### src/rtl/mux_scan_sequencer_pkg.sv
// Shared definitions for the mux scan sequencer: code space size and FSM state encoding.
package mux_scan_sequencer_pkg;

    localparam int NCODES = 8;
    localparam int CODE_W = 3;

    typedef enum logic [1:0] {
        ST_IDLE  = 2'd0,
        ST_DRIVE = 2'd1,
        ST_DONE  = 2'd2
    } state_t;

endpackage

### src/rtl/mux_scan_sequencer_dwell_timer.sv
// Dwell countdown: loadable down-counter with a zero flag taken straight from the register.
module dwell_timer #(
    parameter int W = 3
) (
    input  logic         clk,
    input  logic         rst,
    input  logic         load,
    input  logic         dec,
    input  logic [W-1:0] load_val,
    output logic         zero
);

    logic [W-1:0] cnt_q;
    logic [W-1:0] cnt_d;

    always_comb begin
        cnt_d = cnt_q;
        if (load) begin
            cnt_d = load_val;
        end else if (dec && (cnt_q != '0)) begin
            cnt_d = cnt_q - W'(1);
        end
    end

    always_ff @(posedge clk) begin
        if (rst) begin
            cnt_q <= '0;
        end else begin
            cnt_q <= cnt_d;
        end
    end

    assign zero = (cnt_q == '0);

endmodule

### src/rtl/mux_scan_sequencer.sv
// Scans select code {A,B,C} through 0..7, captures Y0 on the last dwell cycle of each code,
// and offers the packed truth table downstream over VALID/READY.
module mux_scan_sequencer
    import mux_scan_sequencer_pkg::*;
#(
    parameter int DWELL = 4
) (
    input  logic       CLK,
    input  logic       RST,
    input  logic       START,
    output logic       A,
    output logic       B,
    output logic       C,
    input  logic       Y0,
    output logic [7:0] RESULT,
    output logic       VALID,
    input  logic       READY,
    output logic       BUSY
);

    localparam int CNT_W = $clog2(DWELL) + 1;
    localparam logic [CNT_W-1:0] RELOAD = CNT_W'(DWELL - 1);
    localparam logic [CODE_W-1:0] LAST_CODE = CODE_W'(NCODES - 1);

    state_t            state_q, state_d;
    logic [CODE_W-1:0] code_q, code_d;
    logic [7:0]        result_q, result_d;
    logic              valid_q, valid_d;
    logic              busy_q, busy_d;

    logic timer_load;
    logic timer_dec;
    logic timer_zero;

    dwell_timer #(
        .W(CNT_W)
    ) u_timer (
        .clk      (CLK),
        .rst      (RST),
        .load     (timer_load),
        .dec      (timer_dec),
        .load_val (RELOAD),
        .zero     (timer_zero)
    );

    always_comb begin
        state_d    = state_q;
        code_d     = code_q;
        result_d   = result_q;
        valid_d    = valid_q;
        busy_d     = busy_q;
        timer_load = 1'b0;
        timer_dec  = 1'b0;
        case (state_q)
            ST_IDLE: begin
                if (START) begin
                    state_d    = ST_DRIVE;
                    code_d     = '0;
                    result_d   = 8'h00;
                    busy_d     = 1'b1;
                    timer_load = 1'b1;
                end
            end
            ST_DRIVE: begin
                // Timer at zero marks the last dwell cycle of the current code.
                if (timer_zero) begin
                    result_d[code_q] = Y0;
                    if (code_q == LAST_CODE) begin
                        state_d = ST_DONE;
                        valid_d = 1'b1;
                    end else begin
                        code_d     = code_q + CODE_W'(1);
                        timer_load = 1'b1;
                    end
                end else begin
                    timer_dec = 1'b1;
                end
            end
            ST_DONE: begin
                if (READY) begin
                    state_d = ST_IDLE;
                    valid_d = 1'b0;
                    busy_d  = 1'b0;
                    code_d  = '0;
                end
            end
            default: begin
                state_d = ST_IDLE;
            end
        endcase
    end

    always_ff @(posedge CLK) begin
        if (RST) begin
            state_q  <= ST_IDLE;
            code_q   <= '0;
            result_q <= 8'h00;
            valid_q  <= 1'b0;
            busy_q   <= 1'b0;
        end else begin
            state_q  <= state_d;
            code_q   <= code_d;
            result_q <= result_d;
            valid_q  <= valid_d;
            busy_q   <= busy_d;
        end
    end

    assign A      = code_q[2];
    assign B      = code_q[1];
    assign C      = code_q[0];
    assign RESULT = result_q;
    assign VALID  = valid_q;
    assign BUSY   = busy_q;

endmodule

### config.mk
export PLATFORM = sky130hd
export DESIGN_NAME = mux_scan_sequencer
export DESIGN_NICKNAME = d
export VERILOG_FILES = /design/src/rtl/mux_scan_sequencer_pkg.sv /design/src/rtl/mux_scan_sequencer_dwell_timer.sv /design/src/rtl/mux_scan_sequencer.sv
export SDC_FILE = /design/constraint.sdc
export NUM_CORES = 1
export LEC_CHECK = 0
export ABC_AREA = 1
export BUFFER_PORTS_ARGS = -buffer_cell sky130_fd_sc_hd__buf_2
export CORE_MARGIN = 1.5
export CORE_UTILIZATION = 30
export CTS_CLUSTER_DIAMETER = 200
export CTS_CLUSTER_SIZE = 14
export DETAILED_ROUTE_END_ITERATION = 7
export SYNTH_ARGS = -nofsm -noshare
export SYNTH_HDL_FRONTEND = slang
export SYNTH_SLANG_ARGS = --single-unit
### constraint.sdc
create_clock -name CLK -period 1.3 [get_ports CLK]
set_input_delay 0.195 -clock CLK [delete_from_list [all_inputs] [get_ports CLK]]
set_output_delay 0.195 -clock CLK [all_outputs]
set_load 0.1 [all_outputs]
=== After elaboration in Yosys (flattened, before gate mapping) ===
Index checks and enable logic that the tools add are counted.

* Flip-flop bits (word level): 18
* Input port bits: 5
* Output and inout bits: 13
* Logic and storage cells: 65

* $add $sub $neg: 2
* Order comparisons: 2
* Equal/unequal tests: 8
* Multiplexer cells: 30
* Reduce and logical (&&, ||, !) cells: 16

{| class="wikitable"
|+ Operator list
! operator !! count
|-
| 8-bit 2-to-1 mux || 2
|-
| 8-bit case mux with 2 select lines || 1
|-
| 2-bit 2-to-1 mux || 6
|-
| 3-bit 2-to-1 mux || 4
|-
| 1-bit 2-to-1 mux || 10
|-
| 2-bit inequality test (second input constant) || 5
|-
| 3-bit case mux with 3 select lines || 1
|-
| 8-bit bitwise mux || 1
|-
| 4-bit AND reduction || 2
|-
| 2-bit nonzero test || 4
|-
| 1-bit case mux with 2 select lines || 3
|-
| 2-bit case mux with 3 select lines || 1
|-
| 3-bit AND reduction || 2
|-
| 3-bit nonzero test || 2
|-
| 5-bit AND reduction || 1
|-
| 3-bit by 4-bit < comparator with 1-bit output (second input constant) || 1
|-
| 3-bit by 1-bit adder with 3-bit output (second input constant) || 1
|-
| 1-bit demux with 3-bit select || 1
|-
| 3-bit equality test (second input constant) || 1
|-
| 3-bit by 1-bit >= comparator with 1-bit output (second input constant) || 1
|-
| 3-bit logical NOT || 1
|-
| 3-bit by 1-bit subtractor with 3-bit output (second input constant) || 1
|-
| 2-bit by 1-bit equality test with 1-bit output (second input constant) || 1
|-
| 2-bit equality test (second input constant) || 1
|-
| 3 further kinds || 4
|}

=== Longest topological paths before layout ===
Gate-level depths: netlist of run 1.

* Depth in word-level cells: 7
* Depth in mapped cells: 10
* Gate-level depth less buffers: 9

=== Modules after synthesis ===
A second synthesis of run 1 with hierarchy kept.

* Cell total of the unflattened synthesis: 158
* Area, all modules: 1059.8 sq um

{| class="wikitable"
|+ By module, submodules not included
! module !! instances !! cells an instance !! area an instance (sq um) !! seq. area each (sq um)
|-
| mux_scan_sequencer || 1 || 124 || 858.3 || 300.3
|-
| dwell_timer || 1 || 34 || 201.4 || 60.1
|}

=== Least setup slack after synthesis of run 1 ===
OpenSTA, ideal clock, no wires.

* Path kind: reg2reg
* Start point: reg code_q[1]
* End point: reg code_q[0]
* Library setup time: 0.113 ns
* Arrival time: 1.853 ns
* Data required time: 1.187 ns
* Setup slack: -0.666 ns
* Stages on the path, launching flop included: 9
* Buffers on the path: 0
* Period minus slack after synthesis: 1.966 ns
* Cells stage by stage: dfxtp_1 ha_1 ha_1 o21ai_0 inv_1 nor2_1 nand2_1 nand2_1 nor2_1

* Word-level cells in the longest chain between the ends: 3

{| class="wikitable"
|+ Ends and longest elaborated chain
! item !! RTL line !! text
|-
| start, declared || mux_scan_sequencer.sv:26 || <nowiki>logic [CODE_W-1:0] code_q, code_d;</nowiki>
|-
| start signal, assigned || mux_scan_sequencer.sv:102 || <nowiki>code_q <= code_d;</nowiki>
|-
| 3-bit equality test || mux_scan_sequencer.sv:68 || <nowiki>if (code_q == LAST_CODE) begin</nowiki>
|-
| 2-bit inequality test (no source line) || n/a ||
|-
| 5-bit AND reduction (no source line) || n/a ||
|}

No other way between the ends.
A chain may end at the register's enable or synchronous reset.

=== Final worst setup path of run 1 ===
* Start point: reg u_timer.cnt_q[0]
* End point: reg result_q[2], in the netlist RESULT[2]

* Word-level cells in the longest chain between the ends: 3

{| class="wikitable"
|+ Ends and longest elaborated chain
! item !! RTL line !! text
|-
| start, declared || mux_scan_sequencer_dwell_timer.sv:13 || <nowiki>logic [W-1:0] cnt_q;</nowiki>
|-
| start signal, assigned || mux_scan_sequencer_dwell_timer.sv:29 || <nowiki>cnt_q <= cnt_d;</nowiki>
|-
| 3-bit logical NOT || mux_scan_sequencer_dwell_timer.sv:33 || <nowiki>assign zero = (cnt_q == '0);</nowiki>
|-
| 2-bit inequality test (no source line) || n/a ||
|-
| 3-bit AND reduction (no source line) || n/a ||
|-
| end signal, assigned || mux_scan_sequencer.sv:103 || <nowiki>result_q <= result_d;</nowiki>
|-
| end, declared || mux_scan_sequencer.sv:27 || <nowiki>logic [7:0] result_q, result_d;</nowiki>
|}

No other way between the ends.

==> results of run 1 <==
[registers in the layout, indices dropped and copies added (netlist names)]
| name | cells |
|---|---|
| RESULT | 8 |
| code_q | 3 |
| u_timer.cnt_q | 3 |
| state_q | 2 |
| BUSY | 1 |
| VALID | 1 |
[cell usage after synthesis]
master	count	area [um2]
a21oi_1	13	65.1
buf_1	1	3.75
buf_2	1	5.00
buf_8	1	15.0
clkbuf_1	1	3.75
clkbuf_2	1	5.00
dfxtp_1	18	360
ha_1	4	50.1
inv_1	15	56.3
inv_2	1	3.75
nand2_1	29	109
nand2_2	1	6.26
nand2_4	3	33.8
nand3_1	12	60.1
nand3b_1	3	22.5
nand4_1	1	6.26
nor2_1	17	63.8
nor2_8	2	40.0
nor3_1	5	25.0
o21ai_0	9	45.0
o21ai_1	1	5.00
xor2_1	1	8.76
[cells by family after synthesis]
logic type / Yosys count
AOI/OAI and AO/OA: 23
xor gates and xnor gates: 1
adders and majority gates: 4
buffers and inverters: 21
DFF: 18
and+or+nand+nor: 73
[area by class of cell]
type	count	area share [%]
clock buffer	4	1.87
multi-input combinational	102	48.2
timing repair buffer	25	14.8
sequential	18	27.0
inverter	16	4.27
tap	44	3.91
[critical path, delay by kind of cell (launching register included)]
family                   cells  cell delay [ps]
adder cells (fa/ha/maj)      1              140
AO/OA/AOI/OAI                2              130
AND/OR/NAND/NOR              4              430
flip-flops                   1              340
buffers and inverters        2              110
[repair_timing]
action | CTS | global route
gates cloned | 1 | 0
setup endpoints to repair | 14 | 22
pin swaps | 8 | 14
setup buffers | 1 | 1
gates resized for setup | 12 | 26
[metrics by stage]
stage	setup slack (ps)	total power [mW]
5_1_grt	-68.0	1.75
3_5_place_dp	-64.1	1.24
2_1_floorplan	-69.8	1.10
6_report	26.2	1.65
4_1_cts	6.82	1.58
3_3_place_gp	34.6	1.22
[cell usage in the layout, fill, tap and decap left out, drive strengths merged]
cell / instances
ha: 4
buf: 18
inv: 16
xor2: 1
a21oi: 13
dfxtp: 18
nand4: 1
nor2: 19
nor3: 5
nand3b: 3
clkbuf: 11
nand2: 34
o21ai: 10
nand3: 12
[power groups by stage]
stage | Sequential (mW) | Clock [mW] | Combinational (mW)
after floorplan | 0.776 | 0 | 0.323
after global placement | 0.642 | 0 | 0.579
after detailed placement | 0.644 | 0 | 0.595
after CTS | 0.636 | 0.312 | 0.635
after global routing | 0.644 | 0.346 | 0.762
final | 0.638 | 0.317 | 0.694
[layer usage]
metal / up-vias / global-route usage [%] / wire length, um
li1: 508 / - / -
met5: - / 0 / 0
met2: 15 / 25.0 / 1220
met4: 0 / 8.39 / 48
met3: 5 / 1.49 / 46
met1: 435 / 17.3 / 1090
[worst paths after layout]
kind	end	slack, ps	depth (start not counted)
max	RESULT[2]	30	9
min	VALID	250	4
max reg2reg	RESULT[2]	30	9
min reg2reg	RESULT[7]	470	2
==> flow_metrics.tcl, run 1 <==
set metrics [dict create \
    utilization_pct 45.3 \
    worst_pin_slew_ps 485 \
    area_growth_pct 41.6 \
    crit_start "u_timer.cnt_q[0]" \
    vias 963 \
    finalSetupViolations 0 \
    path_class "reg2reg" \
    synthAdderAreaFrac_pct 5.04 \
    htreeDepth 1 \
    r2r_start "u_timer.cnt_q[0]" \
    slew_headroom_pct 67.9 \
    yosysUniqueCellTypes 22 \
    diodes 0 \
    root_buffer "clkbuf_4" \
    cp_common_cell "inv_2" \
    netlist_instances 140 \
    synth-seq-cells 18 \
    fin_setup_tns_ps 0 \
    io-pin-count 18 \
    synth.net_count 149 \
    crit_chain "inv_2 > ha_4 > inv_2 > nor2_4 > nand2_4 > nand2_8 > o21ai_1 > nand2_1 > a21oi_1" \
    viasPerCell 4.61 \
    startpoint_type "flip-flop" \
    intPower_uw 959 \
    muxShareOfSynthArea_pct 0 \
    min_from "READY" \
    clock_path_buffers 2 \
    finClkSkew_ps 10.1 \
    grt_pass1_wl_um 3910 \
    syn_area_um2 993 \
    tritoncts "yes" \
    cts_hold_buf 0 \
    synth_compound_area_share_pct 11.6 \
    cts.sinks 18 \
    swShare_pct 41.8 \
    end_kind "flip-flop" \
    grt_setup_unrepaired "true" \
    synth-xor-area-share_pct 0.882 \
    cp.arrival_ps 1460 \
    seqPwrFrac_pct 38.7 \
    drive_above_1_share_pct 39.4 \
    drt.antenna.violating_nets 0 \
    maxSlewViolCount 0 \
    fin_cells 209 \
    die_width_um 60.5 \
    synthSimpleGateAreaFrac_pct 36.9 \
    seq_area_frac_synth_pct 36.3 \
    design_area_um2 1410 \
    antenna_found_initial 0 \
    core_um2 3100 \
    hp-class "in2reg" \
    cp.required_ps 1490 \
    crit_slowest_cell "dfxtp_2" \
    period_share_pct 98.0 \
    die_area_um2 3670 \
    crit_fanout 8 \
    placed_cells 202 \
    clk_latency_ps 310 \
    p_leak_nw 0.598 \
    avgSynthCellArea_um2 7.10 \
    yosysWarnings 0 \
    path_clk_slew_ps 120 \
    grt_start_max_net_pins 17 \
    max_freq_mhz 785 \
    post-route-min-period_ps 1270 \
    n_fill_cell 325 \
    p_switching_uw 690 \
    drtIter0Drc 15 \
    pwr-share-comb_pct 42.1 \
    cpPeakStageDelay_ps 340 \
    ir_worst_vdd_mv 0.490 \
    initial_core_util_pct 32.0 \
    layout.nets 175 \
    synth_top_family_by_area "simple AND/OR/NAND/NOR gates" \
    place_area_um2 1240 \
    status "finished clean" \
    cellPowerDensity_nw_per_um2 1170 \
    globalRouteOverflowTotal 0 \
    track_usage_pct 14.4 \
    seq_area_um2 379 \
    maxCapViolations 0 \
    pwr-share-clk_pct 19.2 \
    post-dp-hpwl_um 1600 \
    io_buffers 17 \
    finalHoldViolCount 0 \
    wl_per_cell_um 11.5 \
    gp_congestion 0.761 \
    fp.dieH_um 60.5 \
    drc 0 \
    multi_input_area_um2 678 \
    holdWs_ps 250 \
    cts_buffers 3 \
    rows 20 \
    drt_pre_antenna_iters 4 \
    grt_pass1_vias 891 \
    wirelength_um 2410 \
]
Note: power is estimated with default switching activity, not from simulation.
==> run 2, diff against run 1 <==
Settings changed: PLACE_DENSITY_LB_ADDON set to 0.05.
==> run 2 against run 1 <==
Combinational power down 3.2%. Final cell count unchanged. Final area down 3.1%. Die area unchanged. Worst setup slack worse by 11 ps. Sequential share of layout area up 0.87 points. Via count down 3.4%. Critical path type unchanged. Critical endpoint is now u_timer.cnt_q[0]. Largest cell class unchanged. Largest power group unchanged.
==> flow_metrics.tcl, run 2 (synthesized netlist as in run 1, its figures left out) <==
set metrics [dict create \
    status "finished clean" \
    finalHoldViolCount 0 \
    final_common_cell "nand2_1" \
    p_switching_uw 656 \
    diodes 0 \
    r2r_cells 9 \
    drt_pre_antenna_iters 4 \
    period_share_pct 98.8 \
    fin_cells 209 \
    pwr-share-clk_pct 21.3 \
    track_usage_pct 14.3 \
    wl_per_cell_um 11.1 \
    tritoncts "yes" \
    cp.required_ps 1530 \
    viasPerCell 4.45 \
    swShare_pct 39.4 \
    placed_cells 203 \
    grt_pass1_vias 840 \
    path_class "reg2reg" \
    fp.dieH_um 60.5 \
    die_area_um2 3670 \
    htreeDepth 1 \
    p_total_mw 1.66 \
    largest_reg_flops 8 \
    initial_core_util_pct 32.0 \
    grt_start_max_net_pins 17 \
    cellPowerDensity_nw_per_um2 1220 \
    cts_buffers 3 \
    drt.antenna.violating_nets 0 \
    max_freq_mhz 778 \
    end_kind "flip-flop" \
    final_cell_mix "29 x nand2_1, 14 x nor2_1, 12 x inv_1, 12 x a21oi_1, 12 x nand3_1" \
    min_from "RST" \
    rr_endpoint "u_timer.cnt_q[0]" \
    cp.arrival_ps 1520 \
    hp-class "in2reg" \
    core_um2 3100 \
    drive_above_1_share_pct 35.2 \
    die_width_um 60.5 \
    whs_path_depth 2 \
    grt_setup_unrepaired "true" \
    utilization_pct 43.9 \
    wirelength_um 2320 \
    hold-path-endpoint "u_timer.cnt_q[0]" \
    maxCapViolations 0 \
    finClkSkew_ps 4.57 \
    post-dp-hpwl_um 1690 \
    layout.nets 175 \
    globalRouteOverflowTotal 0 \
    worst_pin_slew_ps 483 \
    post-route-min-period_ps 1280 \
    seqPwrFrac_pct 38.3 \
    rows 20 \
    fin_setup_tns_ps 0 \
    reg2reg_slack_ps 20 \
    io_buffers 17 \
    r2r_start "u_timer.cnt_q[1]" \
    gp_congestion 0.707 \
    maxSlewViolCount 0 \
    startpoint_type "flip-flop" \
    root_buffer "clkbuf_4" \
    crit_fanout 4 \
    io-pin-count 18 \
    pwr-share-comb_pct 40.4 \
    grt_pass1_wl_um 3880 \
    area_growth_pct 37.2 \
    slew_headroom_pct 68.0 \
    place_area_um2 1250 \
    clock_path_buffers 2 \
    clk_latency_ps 300 \
    p_leak_nw 0.597 \
    cts.sinks 18 \
    vias 930 \
    design_area_um2 1360 \
    antenna_found_initial 0 \
    ir_worst_vdd_mv 0.548 \
    drc 0 \
    intPower_mw 1.01 \
    drtIter0Drc 28 \
    path_clk_slew_ps 100 \
    finalSetupViolations 0 \
    cts_hold_buf 0 \
]
run 2: repair_timing:
item	CTS	global route
gates resized for setup	2	25
buffers inserted	1	1
pin swaps	4	5
setup endpoints to repair	10	20
run 2: worst max-delay path: stages (launching register included):
cell	delay, ps
dfxtp_2	340
inv_2	70
ha_4	150
inv_4	30
nor2_4	150
nand2_4	90
o21ai_2	150
buf_6	120
a21oi_2	30
nor2_1	90
run 2: power by group through the flow:
stage	sequential [mW]	clock (mW)	combinational [mW]
finish	0.638	0.354	0.672
detailed placement	0.646	0	0.604
floorplan	0.776	0	0.323
global route	0.644	0.399	0.744
global placement	0.645	0	0.601
CTS	0.634	0.379	0.612
run 2: worst max-delay path by stage:
stage / to / slack [ps] / cells past startpoint / start
CTS: RESULT[4] / -8 / 9 / u_timer.cnt_q[0]
global route: u_timer.cnt_q[0] / -90 / 9 / u_timer.cnt_q[1]
detailed placement: RESULT[4] / -30 / 9 / u_timer.cnt_q[0]
global placement: RESULT[7] / -0.1 / 9 / u_timer.cnt_q[0]
floorplan: code_q[2] / -70 / 8 / code_q[1]
finish: u_timer.cnt_q[0] / 20 / 9 / u_timer.cnt_q[1]
run 2: final cells by class:
class                      count  area [um2]
fill                         342        1740
multi-input combinational    101         616
sequential                    18         379
timing repair buffer          26         214
inverter                      16        62.6
tap                           44        55.1
clock buffer                   4        36.3
run 2: through the flow:
stage                     hold slack (ps)  setup WS, ps
after floorplan                       386         -69.8
after global placement                444        -0.145
after detailed placement              451         -27.0
after CTS                             224         -7.84
after global routing                  256         -90.8
final                                 246          15.3
run 2: metal layers:
metal	vias to the layer above	part of all wire [%]	routed length [um]	track usage, %
met5	-	0	0	0
met4	0	0.82	19	3.73
met3	2	3.5	82	4.48
met2	15	45	1050	22.5
met1	410	50	1160	19.0
li1	503	-	-	-
